--- config.mk ---
export PLATFORM = sky130hd
export DESIGN_NAME = lamp_sequencer
export DESIGN_NICKNAME = d
export VERILOG_FILES = /design/src/rtl/lamp_pkg.sv /design/src/rtl/button_conditioner.sv /design/src/rtl/lamp_sequencer.sv
export SDC_FILE = /design/constraint.sdc
export NUM_CORES = 1
export LEC_CHECK = 0
export ABC_CLOCK_PERIOD_IN_PS = 3000
export CORE_MARGIN = 8
export CORE_UTILIZATION = 30
export DETAILED_ROUTE_END_ITERATION = 8
export PLACE_DENSITY = 0.56
export SLEW_MARGIN = 10
export SYNTH_ARGS = -nofsm -noshare
export SYNTH_HDL_FRONTEND = slang
export SYNTH_SLANG_ARGS = --single-unit
--- constraint.sdc ---
create_clock -name clock -period 3 [get_ports clock]
set_clock_uncertainty 0.2 [all_clocks]
set_input_delay 0.3 -clock clock [delete_from_list [all_inputs] [get_ports clock]]
set_output_delay 0.3 -clock clock [all_outputs]
set_load 0.005 [all_outputs]
--- src/rtl/lamp_pkg.sv ---
// Shared types and field positions for the lamp sequencer.
// Config entry: pattern in the high nibble, hold ticks in the low nibble (0 = end).
package lamp_pkg;

  typedef enum logic [2:0] {
    ST_IDLE,
    ST_FETCH,
    ST_LOAD,
    ST_HOLD,
    ST_PAUSE,
    ST_DONE
  } state_t;

  localparam int PAT_MSB  = 7;
  localparam int PAT_LSB  = 4;
  localparam int HOLD_MSB = 3;
  localparam int HOLD_LSB = 0;
  localparam int ADDR_W   = 4;

endpackage

--- src/rtl/button_conditioner.sv ---
// Push-button front end: 2-flop synchronizer, optional debounce, rising-edge press pulse.
// Latency: 2 cycles to a press pulse (plus DEBOUNCE_CYCLES with LAMP_SEQ_DEBOUNCE_EN).
// No backpressure: press is a one-cycle pulse that the consumer may ignore.
module button_conditioner #(
  parameter int DEBOUNCE_CYCLES = 16
) (
  input  logic clock,
  input  logic reset,
  input  logic button,
  output logic press
);

  if (DEBOUNCE_CYCLES < 1) begin : g_bad_debounce
    $error("button_conditioner: DEBOUNCE_CYCLES must be at least 1");
  end

  logic sync1, sync2, level, level_q;

  always_ff @(posedge clock or negedge reset) begin
    if (!reset) begin
      sync1 <= 1'b0;
      sync2 <= 1'b0;
    end else begin
      sync1 <= button;
      sync2 <= sync1;
    end
  end

`ifdef LAMP_SEQ_DEBOUNCE_EN
  localparam int CW = $clog2(DEBOUNCE_CYCLES + 1);

  logic [CW-1:0] stable_cnt;
  logic          deb;

  // The accepted level flips only after the new level has been seen DEBOUNCE_CYCLES times in a row.
  always_ff @(posedge clock or negedge reset) begin
    if (!reset) begin
      stable_cnt <= '0;
      deb        <= 1'b0;
    end else if (sync2 == deb) begin
      stable_cnt <= '0;
    end else if (stable_cnt == CW'(DEBOUNCE_CYCLES - 1)) begin
      deb        <= sync2;
      stable_cnt <= '0;
    end else begin
      stable_cnt <= stable_cnt + 1'b1;
    end
  end

  assign level = deb;
`else
  assign level = sync2;
`endif

  always_ff @(posedge clock or negedge reset) begin
    if (!reset) level_q <= 1'b0;
    else        level_q <= level;
  end

  assign press = level & ~level_q;

endmodule

--- src/rtl/lamp_sequencer.sv ---
// Steps lamp patterns from a config memory, holding each for hold*TICK_DIV cycles; pause/resume by button.
// Latency: fetch-to-lamp 2 cycles, 2 cycles overhead per step. Optional LAMP_SEQ_DEBOUNCE_EN on the button.
// No backpressure: the config memory is assumed to return data one cycle after cfg_addr.
module lamp_sequencer
  import lamp_pkg::*;
#(
  parameter int TICK_DIV        = 1000,
  parameter int NUM_STEPS       = 8,
  parameter int DEBOUNCE_CYCLES = 16
) (
  input  logic              clock,
  input  logic              reset,
  input  logic              button,
  output logic [ADDR_W-1:0] cfg_addr,
  input  logic [7:0]        cfg_data,
  output logic [3:0]        lamp,
  output logic [3:0]        step_count,
  output logic              running,
  output logic              reached
);

  if (TICK_DIV < 2 || NUM_STEPS < 1 || NUM_STEPS > 15) begin : g_bad_params
    $error("lamp_sequencer: TICK_DIV must be >= 2 and NUM_STEPS in 1..15");
  end

  localparam int PW = $clog2(TICK_DIV);

  state_t        state;
  logic [PW-1:0] presc;
  logic [3:0]    tick_cnt;
  logic          press;
  logic [3:0]    pat_f, hold_f, step_next;
  logic          presc_wrap, hold_last;

  button_conditioner #(.DEBOUNCE_CYCLES(DEBOUNCE_CYCLES)) u_btn (
    .clock  (clock),
    .reset  (reset),
    .button (button),
    .press  (press)
  );

  assign pat_f      = cfg_data[PAT_MSB:PAT_LSB];
  assign hold_f     = cfg_data[HOLD_MSB:HOLD_LSB];
  assign step_next  = step_count + 4'd1;
  assign presc_wrap = (presc == PW'(TICK_DIV - 1));
  assign hold_last  = presc_wrap && (tick_cnt == 4'd1);

  always_ff @(posedge clock or negedge reset) begin
    if (!reset) begin
      state      <= ST_IDLE;
      cfg_addr   <= '0;
      lamp       <= '0;
      step_count <= '0;
      running    <= 1'b0;
      reached    <= 1'b0;
      presc      <= '0;
      tick_cnt   <= '0;
    end else begin
      case (state)
        ST_IDLE: if (press) begin
          cfg_addr   <= '0;
          step_count <= '0;
          running    <= 1'b1;
          state      <= ST_FETCH;
        end
        ST_FETCH: state <= ST_LOAD;
        ST_LOAD: begin
          if (hold_f != 4'd0) begin
            lamp     <= pat_f;
            tick_cnt <= hold_f;
            presc    <= '0;
            state    <= ST_HOLD;
          end else if (cfg_addr != '0) begin
            cfg_addr <= '0;
            state    <= ST_FETCH;
          end else begin
            running <= 1'b0;
            reached <= 1'b1;
            state   <= ST_DONE;
          end
        end
        ST_HOLD: begin
          // Expiry takes priority; a press in the same cycle is dropped.
          if (hold_last) begin
            step_count <= step_next;
            cfg_addr   <= cfg_addr + 1'b1;
            presc      <= '0;
            if (step_next == 4'(NUM_STEPS)) begin
              running <= 1'b0;
              reached <= 1'b1;
              state   <= ST_DONE;
            end else begin
              state <= ST_FETCH;
            end
          end else begin
            if (presc_wrap) begin
              presc    <= '0;
              tick_cnt <= tick_cnt - 4'd1;
            end else begin
              presc <= presc + 1'b1;
            end
            if (press) begin
              running <= 1'b0;
              state   <= ST_PAUSE;
            end
          end
        end
        ST_PAUSE: if (press) begin
          running <= 1'b1;
          state   <= ST_HOLD;
        end
        ST_DONE: if (press) begin
          lamp       <= '0;
          step_count <= '0;
          cfg_addr   <= '0;
          reached    <= 1'b0;
          state      <= ST_IDLE;
        end
        default: state <= ST_IDLE;
      endcase
    end
  end

endmodule

==> run summary <==
HP Class: flip-flop to flip-flop
FP Rows: 29
Worst Tran Pin Value: 0.6591 ns
Share of cells above drive strength 1: 9.130%
Routed via count: 1599
Setup repair bufs after CTS: 0
Vias in the first global route: 1624
Synthesized Nets: 215
Clock sinks: 34
Unrepaired setup endpoints after global routing: no
Area share of fa/ha/maj cells after synthesis: 3.984%
Vias per cell: 5.208
Fin Setup TNS: 0 ns
DRC viols: 0
Crit Path Class: flip-flop to flip-flop
Detail Route Antenna Nets: 0
CP Data Arrival Time: 2.40 ns
Core area: 6205 sq um
Worst path slowest cell: nor4_4
Finish-stage setup viols: 0
Clock transition at the registers of the reported paths: 0.07 ns
Port bufs: 24
Worst Path Max Fanout: 6
H-tree depth: 2
Die area: 9073 sq um
Combinational power share: 44.1%
Hold Fails Final Rpt: 0
Relative slew slack: 55.80%
RePlAce Congestion: 0.8058
Layout area overhead: 23.71%
Number of synthesized register bits: 34
Ant diodes: 0
Switch share: 38.93%
Pre-Repair DR Iteration Count: 4
Final Instance Count excl. Fillers: 307
Sw Pwr: 0.7295 mW
Initial antenna violation count: 0
Crit start category: flip-flop
Average cell area after synthesis: 9.517 sq um
Placed insts: 299
Setup crit end kind: flip-flop
Top cells by count, synth: dfrtp_1, o21ai_0, nand2_1, nand3_1, nor2_1
Overall Global Routing Usage: 10.48%
Final hold slack: 0.1529 ns
Fill cells: 637
Cell with the most instances after synthesis: dfrtp_1
Remaining Overflow, GRT: 0
Outcome: finished, final reports clean
Synth Area in XOR/XNOR: 1.859%
Prevailing post-synth register cell: dfrtp_1
Largest net degree at the start of global routing: 35
Number of synthesized flops with an enable pin: 0
Initial drt markers: 95
Max VDD drop: 0.0003086 V
Crit path time final: 2.421 ns
Seq pwr share: 37.1%
Chip Height: 95.25 um
CP Data Required Time: 2.98 ns
WL per Instance: 14.47 um
CTS tree: yes
Ys Warns: 0
P_int: 1.144 mW
Register area share after synthesis: 45.15%
Synth area leaders: dfrtp_1, o21ai_0, ha_1
CTS Root Cell: clkbuf_8
Max_cap viols: 0
Async SR Flop Fraction: 100.0%
Synth Instances: 198
Fin crit share: 80.70%
Max-slew violation count: 0
Yosys top cell by area: dfrtp_1
Post-CTS Resized: 0
Mux cell area share after synthesis: 1.062%
I/O pin cnt: 25
First-pass GRT wire length: 7.569 mm
Largest family of logic cells by synthesized area: simple AND/OR/NAND/NOR gates
Critical Path, Cell by Cell: inv_1, ha_1, or3b_4, nor4_4, nand4_1, a311o_1, o21a_1
CTS max path bufs: 2
Hpwl dp: 3.213 mm
Compound-Gate Fraction of Synth Area: 19.06%
Crit path largest cell delay: 0.42 ns
Die span in x: 95.25 um
NumNets Final: 246
Num CTS Buffers: 5
Syn Std Cell Area: 1884 sq um
# hold bufs at CTS: 0
Initial Utilization: 30.37%
PwrDens: 803.9 nW/um^2
Synth cell types: 46
Clock power frac: 18.8%
Max frequency: 413.0 MHz
Skew-Pair Late Insertion Delay: 0.29 ns
Lkg Pwr: 0.9749 nW
Synth Area in Simple Gates: 26.89%
Post-synth top area share: 45.15%
Overall Power: 1.874 mW
Routed WL: 4.441 mm
[through the flow]
step | utilization, % | cell area [sq um] | worst slack, ns
global placement | 36.10 | 2240 | 0.6429
global route | 37.57 | 2331 | 0.4127
finish | 37.57 | 2331 | 0.5789
floorplan | - | 1884 | 0.7414
CTS | 37.57 | 2331 | 0.5679
detailed placement | 36.10 | 2240 | 0.5812
[final timing paths]
check                                   startpoint  slack (ns)  depth (start not counted)                 endpoint
max                        tick_cnt[1]$_DFFE_PN0P_        0.58                          7      running$_DFFE_PN0P_
min                          u_btn.sync1$_DFF_PN0_        0.15                          0    u_btn.level$_DFF_PN0_
max reg2reg                tick_cnt[1]$_DFFE_PN0P_        0.58                          7      running$_DFFE_PN0P_
min reg2reg                  u_btn.sync1$_DFF_PN0_        0.15                          0    u_btn.level$_DFF_PN0_
max in group asynchronous                    reset        2.07                          2  cfg_addr[2]$_DFFE_PN0P_
min in group asynchronous                    reset        0.22                          2    u_btn.sync1$_DFF_PN0_
[power groups by stage]
stage                     clock network, mW  registers, mW  logic (mW)
after floorplan                           0          0.673       0.563
after global placement                    0          0.702       0.826
after detailed placement                  0          0.703       0.830
after CTS                             0.363          0.695       0.833
after global routing                  0.384          0.716       0.926
final                                 0.352          0.696       0.826
[cells by family (layout without fill, tap and decap cells)]
logic type / after synthesis / count (layout)
AND/OR/NAND/NOR: 87 / 87
XOR/XNOR: 4 / 4
flip-flops: 34 / 34
multiplexers: 2 / 2
adder cells (fa/ha/maj): 6 / 6
AO/OA/AOI/OAI: 55 / 55
buffers and inverters: 10 / 42
[final cells by class]
| class | count | area [sq um] | share of cell area (%) |
|---|---|---|---|
| clock buffers | 7 | 86.33 | 3.704 |
| clock inverters | 1 | 5.005 | 0.2147 |
| inverters | 5 | 18.77 | 0.8052 |
| multi-input cells | 154 | 996.0 | 42.73 |
| flip-flops and latches | 34 | 850.8 | 36.50 |
| well taps | 77 | 96.34 | 4.133 |
| repair buffers | 29 | 277.8 | 11.92 |
[metal layers]
layer | track usage, % | wire (um) | vias up
met4 | 2.731 | 51 | 0
met2 | 17.26 | 2125 | 19
met3 | 2.677 | 171 | 6
met1 | 13.28 | 2092 | 775
li1 | - | - | 799
met5 | 0 | 0 | -
[cell usage in the layout, fill, tap and decap left out, types with 5 or more instances in the layout]
cell | Yosys | final
nand2b_1 | 7 | 7
inv_1 | 5 | 5
a22o_1 | 6 | 6
ha_1 | 6 | 6
nand2_1 | 19 | 19
nand4_1 | 5 | 5
nor3_1 | 6 | 6
nand3_1 | 13 | 13
dfrtp_1 | 34 | 34
a21oi_1 | 5 | 5
clkbuf_8 | 0 | 6
clkdlybuf4s50_1 | 0 | 24
o21ai_0 | 23 | 23
nor2_1 | 12 | 12
buf_4 | 0 | 5
[flip-flops by register name, indices dropped and copies added, names as in the netlist]
name / count
u_btn.sync1: 1
presc: 10
lamp: 4
reached: 1
u_btn.level_q: 1
state: 3
step_count: 4
cfg_addr: 4
tick_cnt: 4
running: 1
u_btn.level: 1
[critical path, delay by kind of cell, from the launching register on]
kind                       cells  cell delay [ns]
and+or+nand+nor                3             0.99
AOI/OAI and AO/OA              2             0.49
buffers and inverters          1             0.08
DFF                            1             0.39
adders and majority gates      1             0.15
Power figures use the tool's default switching activity.
